===== src/rtl/hazard_stall_unit.sv =====
`default_nettype none
// ============================================================================
//  Module   : hazard_stall_unit
//  Brief    : Stall/flush control for the 5-stage pipeline (load-use, ID
//             register branches, cache misses) plus I/D fill port arbitration.
//             Optional perf counters enabled with macro HAZ_PERF_CNT_EN.
//  Revision : 1.0 - initial release
// ============================================================================
module hazard_stall_unit #(
    parameter int REG_W = 4,
    parameter int CNT_W = 16
) (
    input  logic             clk,
    input  logic             rst_n,
    input  logic [REG_W-1:0] IF_ID_RegRs,
    input  logic [REG_W-1:0] IF_ID_RegRt,
    input  logic             IF_ID_UsesRt,
    input  logic             IF_ID_BranchReg,
    input  logic [REG_W-1:0] ID_EX_RegWd,
    input  logic             ID_EX_RegWrite,
    input  logic             ID_EX_MemRead,
    input  logic [REG_W-1:0] EX_MEM_RegWd,
    input  logic             EX_MEM_MemRead,
    input  logic             BranchTaken,
    input  logic             imiss,
    input  logic             dmiss,
    output logic             PC_Write,
    output logic             IF_ID_Write,
    output logic             IF_ID_Flush,
    output logic             ID_EX_Flush,
    output logic             Pipe_Hold,
    output logic             MEM_WB_Flush,
    output logic             MemGrantI,
    output logic             MemGrantD
`ifdef HAZ_PERF_CNT_EN
    ,
    output logic [CNT_W-1:0] PerfDStall,
    output logic [CNT_W-1:0] PerfIStall,
    output logic [CNT_W-1:0] PerfHzStall
`endif
);

    localparam logic [1:0] c_S_RUN    = 2'd0;
    localparam logic [1:0] c_S_D_FILL = 2'd1;
    localparam logic [1:0] c_S_I_FILL = 2'd2;

    logic [1:0] r_state;
    logic [1:0] w_stateNext;

    logic w_exWdNz;
    logic w_memWdNz;
    logic w_ldUse;
    logic w_brEx;
    logic w_brMem;
    logic w_hz;

    // Destination R0 is hardwired zero, so it can never carry a hazard.
    assign w_exWdNz  = (ID_EX_RegWd  != '0);
    assign w_memWdNz = (EX_MEM_RegWd != '0);

    assign w_ldUse = ID_EX_MemRead & w_exWdNz &
                     ((ID_EX_RegWd == IF_ID_RegRs) |
                      (IF_ID_UsesRt & (ID_EX_RegWd == IF_ID_RegRt)));
    assign w_brEx  = IF_ID_BranchReg & ID_EX_RegWrite & w_exWdNz &
                     (ID_EX_RegWd == IF_ID_RegRs);
    assign w_brMem = IF_ID_BranchReg & EX_MEM_MemRead & w_memWdNz &
                     (EX_MEM_RegWd == IF_ID_RegRs);
    assign w_hz    = w_ldUse | w_brEx | w_brMem;

    always_ff @(posedge clk) begin
        if (!rst_n) begin
            r_state <= c_S_RUN;
        end else begin
            r_state <= w_stateNext;
        end
    end

    // An I-fill in progress is never preempted; the D side waits its turn.
    always_comb begin
        w_stateNext = r_state;
        case (r_state)
            c_S_RUN: begin
                if (dmiss)      w_stateNext = c_S_D_FILL;
                else if (imiss) w_stateNext = c_S_I_FILL;
            end
            c_S_D_FILL: begin
                if (!dmiss) w_stateNext = imiss ? c_S_I_FILL : c_S_RUN;
            end
            c_S_I_FILL: begin
                if (!imiss) w_stateNext = dmiss ? c_S_D_FILL : c_S_RUN;
            end
            default: w_stateNext = c_S_RUN;
        endcase
    end

    always_comb begin
        PC_Write     = 1'b1;
        IF_ID_Write  = 1'b1;
        IF_ID_Flush  = 1'b0;
        ID_EX_Flush  = 1'b0;
        Pipe_Hold    = 1'b0;
        MEM_WB_Flush = 1'b0;
        MemGrantI    = 1'b0;
        MemGrantD    = 1'b0;
        if (rst_n) begin
            MemGrantD = (r_state == c_S_D_FILL) & dmiss;
            MemGrantI = (r_state == c_S_I_FILL) & imiss;
            if (dmiss) begin
                Pipe_Hold    = 1'b1;
                MEM_WB_Flush = 1'b1;
                PC_Write     = 1'b0;
                IF_ID_Write  = 1'b0;
            end else if (imiss) begin
                // Fetch bubble only; older instructions keep draining.
                PC_Write    = 1'b0;
                IF_ID_Flush = 1'b1;
            end else if (w_hz) begin
                PC_Write    = 1'b0;
                IF_ID_Write = 1'b0;
                ID_EX_Flush = 1'b1;
            end else if (BranchTaken) begin
                IF_ID_Flush = 1'b1;
            end
        end
    end

`ifdef HAZ_PERF_CNT_EN
    logic w_dStall;
    logic w_iStall;
    logic w_hzStall;

    assign w_dStall  = Pipe_Hold;
    assign w_iStall  = rst_n & imiss & ~dmiss;
    assign w_hzStall = rst_n & w_hz & ~imiss & ~dmiss;

    always_ff @(posedge clk) begin
        if (!rst_n) begin
            PerfDStall  <= '0;
            PerfIStall  <= '0;
            PerfHzStall <= '0;
        end else begin
            if (w_dStall  && !(&PerfDStall))  PerfDStall  <= PerfDStall  + 1'b1;
            if (w_iStall  && !(&PerfIStall))  PerfIStall  <= PerfIStall  + 1'b1;
            if (w_hzStall && !(&PerfHzStall)) PerfHzStall <= PerfHzStall + 1'b1;
        end
    end
`endif

endmodule
`default_nettype wire

===== config.mk =====
export PLATFORM = sky130hd
export DESIGN_NAME = hazard_stall_unit
export DESIGN_NICKNAME = d
export VERILOG_FILES = /design/src/rtl/hazard_stall_unit.sv
export SDC_FILE = /design/constraint.sdc
export NUM_CORES = 1
export LEC_CHECK = 0
export CAP_MARGIN = 25
export CORE_AREA = 2 2 39 41
export DETAILED_ROUTE_END_ITERATION = 12
export DIE_AREA = 0 0 41 43
export GPL_TIMING_DRIVEN = 0
export HOLD_SLACK_MARGIN = 0.15
export PLACE_DENSITY = 0.72
export SLEW_MARGIN = 5
export SYNTH_ARGS = -nofsm -noshare
export SYNTH_HDL_FRONTEND = slang
export SYNTH_SLANG_ARGS = --single-unit

===== constraint.sdc =====
create_clock -name clk -period 4 [get_ports clk]
set_input_delay 0.8 -clock clk [delete_from_list [all_inputs] [get_ports clk]]
set_output_delay 0.8 -clock clk [all_outputs]
set_load 0.01 [all_outputs]

==> flow_metrics.tcl, run 1 <==
set metrics [dict create \
    grt_pass1_wl_um 1750 \
    ys_seq_elements 2 \
    cap_violations 0 \
    cts_tree "done" \
    cts_setup_buffers 0 \
    clkSinkCount 2 \
    largest_register_ffs 2 \
    grtUsageTotal 0.146 \
    cts.htree.levels 1 \
    io_buffers 33 \
    placementRows 14 \
    fin_skew_ns 0.000364 \
    viasPerCell 4.56 \
    finalCritPeriodShare 0.920 \
    setup_viol 0 \
    synth.area.top_cells "xor2_1, dfxtp_1, xnor2_1" \
    drc_errors 0 \
    cts_hold_buf 0 \
    vias 433 \
    synth_cell_type_count 27 \
    place_ws_ns 0.303 \
    synth_edf_count 0 \
    syn_area_per_cell_um2 7.89 \
    antenna_found_initial 0 \
    area_growth_pct 110 \
    ant_nets 0 \
    fin_crit_ns 3.68 \
    grt_start_max_net_pins 8 \
    clk_latency_ns 0.22 \
    postSynth.asyncResetShare 0 \
    top_register "r_state" \
    worst_slack_ns 0.321 \
    die_area_um2 1760 \
    critPathMaxFanout 4 \
    fmax_ghz 0.272 \
    drv_slew 0 \
    n_antenna_cell 0 \
    reg_top3 "r_state x2" \
    vdd_drop_max_mv 0.0613 \
    ys_top_cells_by_count "xor2_1, xnor2_1, nand2_1" \
    hold_viol_final 0 \
    holdWs_ns 0.539 \
    arrival_ns 2.88 \
    placed_area_um2 689 \
    cts-root-buf "clkbuf_4" \
    routedWlPerCell_um 10.4 \
    ys_warn_count 0 \
    syn_area_um2 339 \
    start_util 0.245 \
    status "complete, no violations" \
    io_pins 34 \
    tightestPinTransition_ns 0.414 \
    cp_top_family "buffers and inverters" \
    cp_slowest_cell "clkdlybuf4s50_1" \
    cts_buffer_depth 2 \
    globalplace.congestion 0.712 \
    path_clk_slew_ns 0.03 \
    cp_cell_sequence "clkdlybuf4s50_1, xor2_1, a211o_1, nor4_2, o211a_1, clkdlybuf4s50_1" \
    cts_made_buffers 3 \
    design_area_um2 712 \
    start_kind "input pin" \
    synth_top_area_cell "xor2_1" \
    synth_fp_nets 69 \
    leakage_nw 0.284 \
    nets 107 \
    routed_wl_um 990 \
    hold_path_class "register to register" \
    synth_flop_cell "dfxtp_1" \
    synth_seq_area_share 0.118 \
    grt_pass1_vias 452 \
    dp_hpwl_um 843 \
    yosysTopAreaCellShare 0.181 \
    drt_first_pass_iters 4 \
    final_layout_size_suffix_gt1_frac 0.0633 \
    rsz0062_at_grt "false" \
    cp.buffers_inverters 2 \
    power_per_cell_area_nw_per_um2 177 \
    grt.overflow.total 0 \
    crit_required_ns 3.20 \
    timing.slew.headroom 0.722 \
    core-area_um2 1380 \
    criticalPathCategory "input pin to primary output" \
    cp_slowest_stage_delay_ns 0.52 \
    crit_path_end_kind "primary output" \
    cp_common_cell "clkdlybuf4s50_1" \
    detail_route.iter0.violations 3 \
    ctsResizeCount 0 \
    yosysMostFrequentCell "xor2_1" \
    tns_ns 0 \
    die_h_um 43 \
    fp.dieW_um 41 \
    syn_inst 43 \
]
-- worst paths after layout --
kind	start	endpoint	slack [ns]	cells past startpoint
worst max-delay path	IF_ID_RegRs[1]	ID_EX_Flush	0.32	6
worst min-delay path	r_state[1]	r_state[0]	0.54	2
worst max register to register	r_state[1]	r_state[1]	3.26	2
worst min register to register	r_state[1]	r_state[0]	0.54	2
-- power breakdown --
group | switching, mW | internal [mW]
sequential | 0.000893 | 0.0212
clock | 0.0108 | 0.0330
combinational | 0.0212 | 0.0392
-- cells in the final DEF (no fill, tap or decap) --
master	synthesis	layout
a211o_1	1	1
a21oi_1	2	2
and2_1	2	2
and3_1	1	1
and3b_1	1	1
and4b_1	1	1
buf_4	1	1
clkbuf_4	0	3
clkdlybuf4s50_1	0	33
dfxtp_1	2	2
inv_1	2	2
mux2i_1	1	1
nand2_1	3	3
nand2b_1	1	1
nand3_1	1	1
nand4b_1	1	1
nor2_1	1	1
nor2b_1	1	1
nor4_1	2	2
nor4_2	1	1
o211a_1	1	1
o21ai_0	1	1
o2bb2ai_1	1	1
o311ai_1	1	1
o31ai_1	1	1
o41ai_1	1	1
or3_1	1	1
xnor2_1	4	4
xor2_1	7	7
-- tightest hold or removal path: stages, from the launching register on --
cell	delay [ns]
dfxtp_1	0.32
o21ai_0	0.07
and2_1	0.12
-- final cells by class --
cell class	count	area, um2
fillers	159	672
clock buffers	3	22.5
multi-input cells	38	284
plain buffers	1	7.51
inverters	2	7.51
well taps	16	20.0
flip-flops and latches	2	40.0
repair buffers	33	330
-- through the flow --
stage,util,instances,power (mW)
after floorplan,-,43,0.0432
after global placement,0.498,92,0.0821
after detailed placement,0.498,92,0.0829
after CTS,0.514,95,0.130
after global routing,0.514,95,0.138
final,0.514,95,0.126
-- logic make-up (layout without fill, tap and decap cells) --
group / after synthesis / after routing / share of synthesized area
compound gates: 9 / 9 / 0.199
flops: 2 / 2 / 0.118
simple gates: 17 / 17 / 0.325
xor+xnor: 11 / 11 / 0.284
buf+inv: 3 / 39 / 0.0443
mux: 1 / 1 / 0.0295
-- metal layers --
metal,vias up,track usage,wire length [um]
li1,233,-,-
met1,180,0.160,415
met4,0,0.0800,0
met2,20,0.234,476
met3,0,0.0471,98
met5,-,0,0
(Power assumes the default switching activity.)
==> inputs of run 2 (changes only) <==
--- a/config.mk
+++ b/config.mk
@@ -7,6 +7,7 @@
 export LEC_CHECK = 0
 export CAP_MARGIN = 25
 export CORE_AREA = 2 2 39 41
+export CTS_CLUSTER_SIZE = 16
 export DETAILED_ROUTE_END_ITERATION = 12
 export DIE_AREA = 0 0 41 43
 export GPL_TIMING_DRIVEN = 0
@@ -16,3 +17,4 @@
 export SYNTH_ARGS = -nofsm -noshare
 export SYNTH_HDL_FRONTEND = slang
 export SYNTH_SLANG_ARGS = --single-unit
+export TNS_END_PERCENT = 1
==> results of run 2 <==
No change in the layout: final DEF, timing and power equal those of run 1.
==> inputs of run 3 (changes only) <==
--- a/config.mk
+++ b/config.mk
@@ -6,13 +6,14 @@
 export NUM_CORES = 1
 export LEC_CHECK = 0
 export CAP_MARGIN = 25
-export CORE_AREA = 2 2 39 41
+export CELL_PAD_IN_SITES_DETAIL_PLACEMENT = 0
+export CELL_PAD_IN_SITES_GLOBAL_PLACEMENT = 2
+export CORE_UTILIZATION = 14
 export CTS_CLUSTER_SIZE = 16
 export DETAILED_ROUTE_END_ITERATION = 12
-export DIE_AREA = 0 0 41 43
 export GPL_TIMING_DRIVEN = 0
 export HOLD_SLACK_MARGIN = 0.15
-export PLACE_DENSITY = 0.72
+export PLACE_DENSITY_LB_ADDON = 0.1
 export SLEW_MARGIN = 5
 export SYNTH_ARGS = -nofsm -noshare
 export SYNTH_HDL_FRONTEND = slang
==> run 3 against run 2 <==
Net effect: sequential share of layout area shrank 0.12 points; worst setup slack lost 0.022 ns; first-iteration DRC count is the same; critical path depth is the same; core utilization shrank 19 points; final cell count grew 13%; clock skew grew 0.0040 ns; highest routed layer unchanged; register-to-register slack is essentially flat.
==> flow_metrics.tcl, run 3 (synthesized netlist as in run 1, its figures left out) <==
set metrics [dict create \
    status "complete, no violations" \
    drt_first_pass_iters 3 \
    final_layout_size_suffix_gt1_frac 0.0633 \
    fin_total_pwr_mw 0.127 \
    rr_worst_depth 2 \
    tns_ns 0 \
    finalCritPeriodShare 0.925 \
    top_register "r_state" \
    ctsResizeCount 0 \
    fin_crit_ns 3.70 \
    cts_buffer_depth 2 \
    drc_errors 0 \
    cap_violations 0 \
    area_growth_pct 114 \
    cts_setup_buffers 0 \
    r2r_slack_ns 3.26 \
    routedWlPerCell_um 10.3 \
    grt_start_max_net_pins 8 \
    clk_latency_ns 0.22 \
    cts_tree "done" \
    crit_start "IF_ID_RegRs[1]" \
    crit_required_ns 3.20 \
    viasPerCell 4.23 \
    fmax_ghz 0.270 \
    nets 107 \
    fin_skew_ns 0.00439 \
    arrival_ns 2.90 \
    crit_path_end_kind "primary output" \
    vdd_drop_max_mv 0.107 \
    placementRows 17 \
    largest_register_ffs 2 \
    timing.slew.headroom 0.718 \
    reg_top3 "r_state x2" \
    drv_slew 0 \
    routed_wl_um 1100 \
    die_h_um 51.2 \
    final_common_cell "clkdlybuf4s50_1" \
    leakage_nw 0.284 \
    r2r_start "r_state[1]" \
    hold_viol_final 0 \
    vias 453 \
    start_kind "input pin" \
    core-area_um2 2250 \
    grt.overflow.total 0 \
    setup_viol 0 \
    ant_nets 0 \
    rsz0062_at_grt "false" \
    path_clk_slew_ns 0.03 \
    die_area_um2 2620 \
    antenna_found_initial 0 \
    io_buffers 33 \
    r2r-end "r_state[1]" \
    grt_pass1_wl_um 1660 \
    n_antenna_cell 0 \
    final_cell_mix "clkdlybuf4s50_1, xor2_1, xnor2_1" \
    start_util 0.150 \
    clkSinkCount 2 \
    globalplace.congestion 0.720 \
    tightestPinTransition_ns 0.419 \
    grtUsageTotal 0.0844 \
    power_per_cell_area_nw_per_um2 174 \
    cts_made_buffers 3 \
    cts.htree.levels 1 \
    cts-root-buf "clkbuf_4" \
    detail_route.iter0.violations 3 \
    crit_end "ID_EX_Flush" \
    io_pins 34 \
    fp.dieW_um 51.2 \
    criticalPathCategory "input pin to primary output" \
    hold_path_class "register to register" \
    cts_hold_buf 0 \
    critPathMaxFanout 4 \
    grt_pass1_vias 423 \
]
==> run 3: layer usage <==
metal / global-route usage / vias up / wire [um]
li1: - / 231 / -
met1: 0.0917 / 206 / 487
met2: 0.154 / 16 / 554
met3: 0.0268 / 0 / 60
met4: 0.0270 / 0 / 0
met5: 0 / - / 0
==> run 3: area by class of cell <==
cell class	count	area [um2]
Timing Repair Buffer	33	330
Multi-Input combinational cell	38	284
Sequential cell	2	40.0
Tap cell	28	35.0
Buffer	1	7.51
Clock buffer	3	22.5
Inverter	2	7.51
Fill cell	262	1530
==> run 3: per-stage QoR <==
stage	hold slack, ns	util	instances	instance area, um2	worst slack, ns
floorplan	0.503	-	43	339	1.30
global route	0.587	0.322	107	727	0.217
global placement	0.527	0.312	104	704	0.273
finish	0.534	0.322	107	727	0.299
detailed placement	0.542	0.312	104	704	0.286
CTS	0.535	0.322	107	727	0.286
==> run 3: worst max-delay path: stages <==
cell and delay, ns:
clkdlybuf4s50_1 0.45, xor2_1 0.18, a211o_1 0.28, nor4_2 0.44
o211a_1 0.22, clkdlybuf4s50_1 0.53
==> run 3: how the worst min path moves through the flow <==
stage / from / end / slack [ns] / depth (start not counted)
3_5_place_dp: r_state[1] / r_state[0] / 0.54 / 2
2_1_floorplan: r_state[1] / r_state[0] / 0.50 / 2
6_report: r_state[1] / r_state[0] / 0.53 / 2
4_1_cts: r_state[1] / r_state[0] / 0.54 / 2
3_3_place_gp: r_state[1] / r_state[0] / 0.53 / 2
5_1_grt: r_state[1] / r_state[0] / 0.59 / 2
==> run 3: power breakdown <==
group	total (mW)	internal [mW]	switching, mW
clock network	0.0439	0.0330	0.0108
logic	0.0606	0.0392	0.0214
registers	0.0223	0.0212	0.00106
total	0.127	0.0935	0.0333
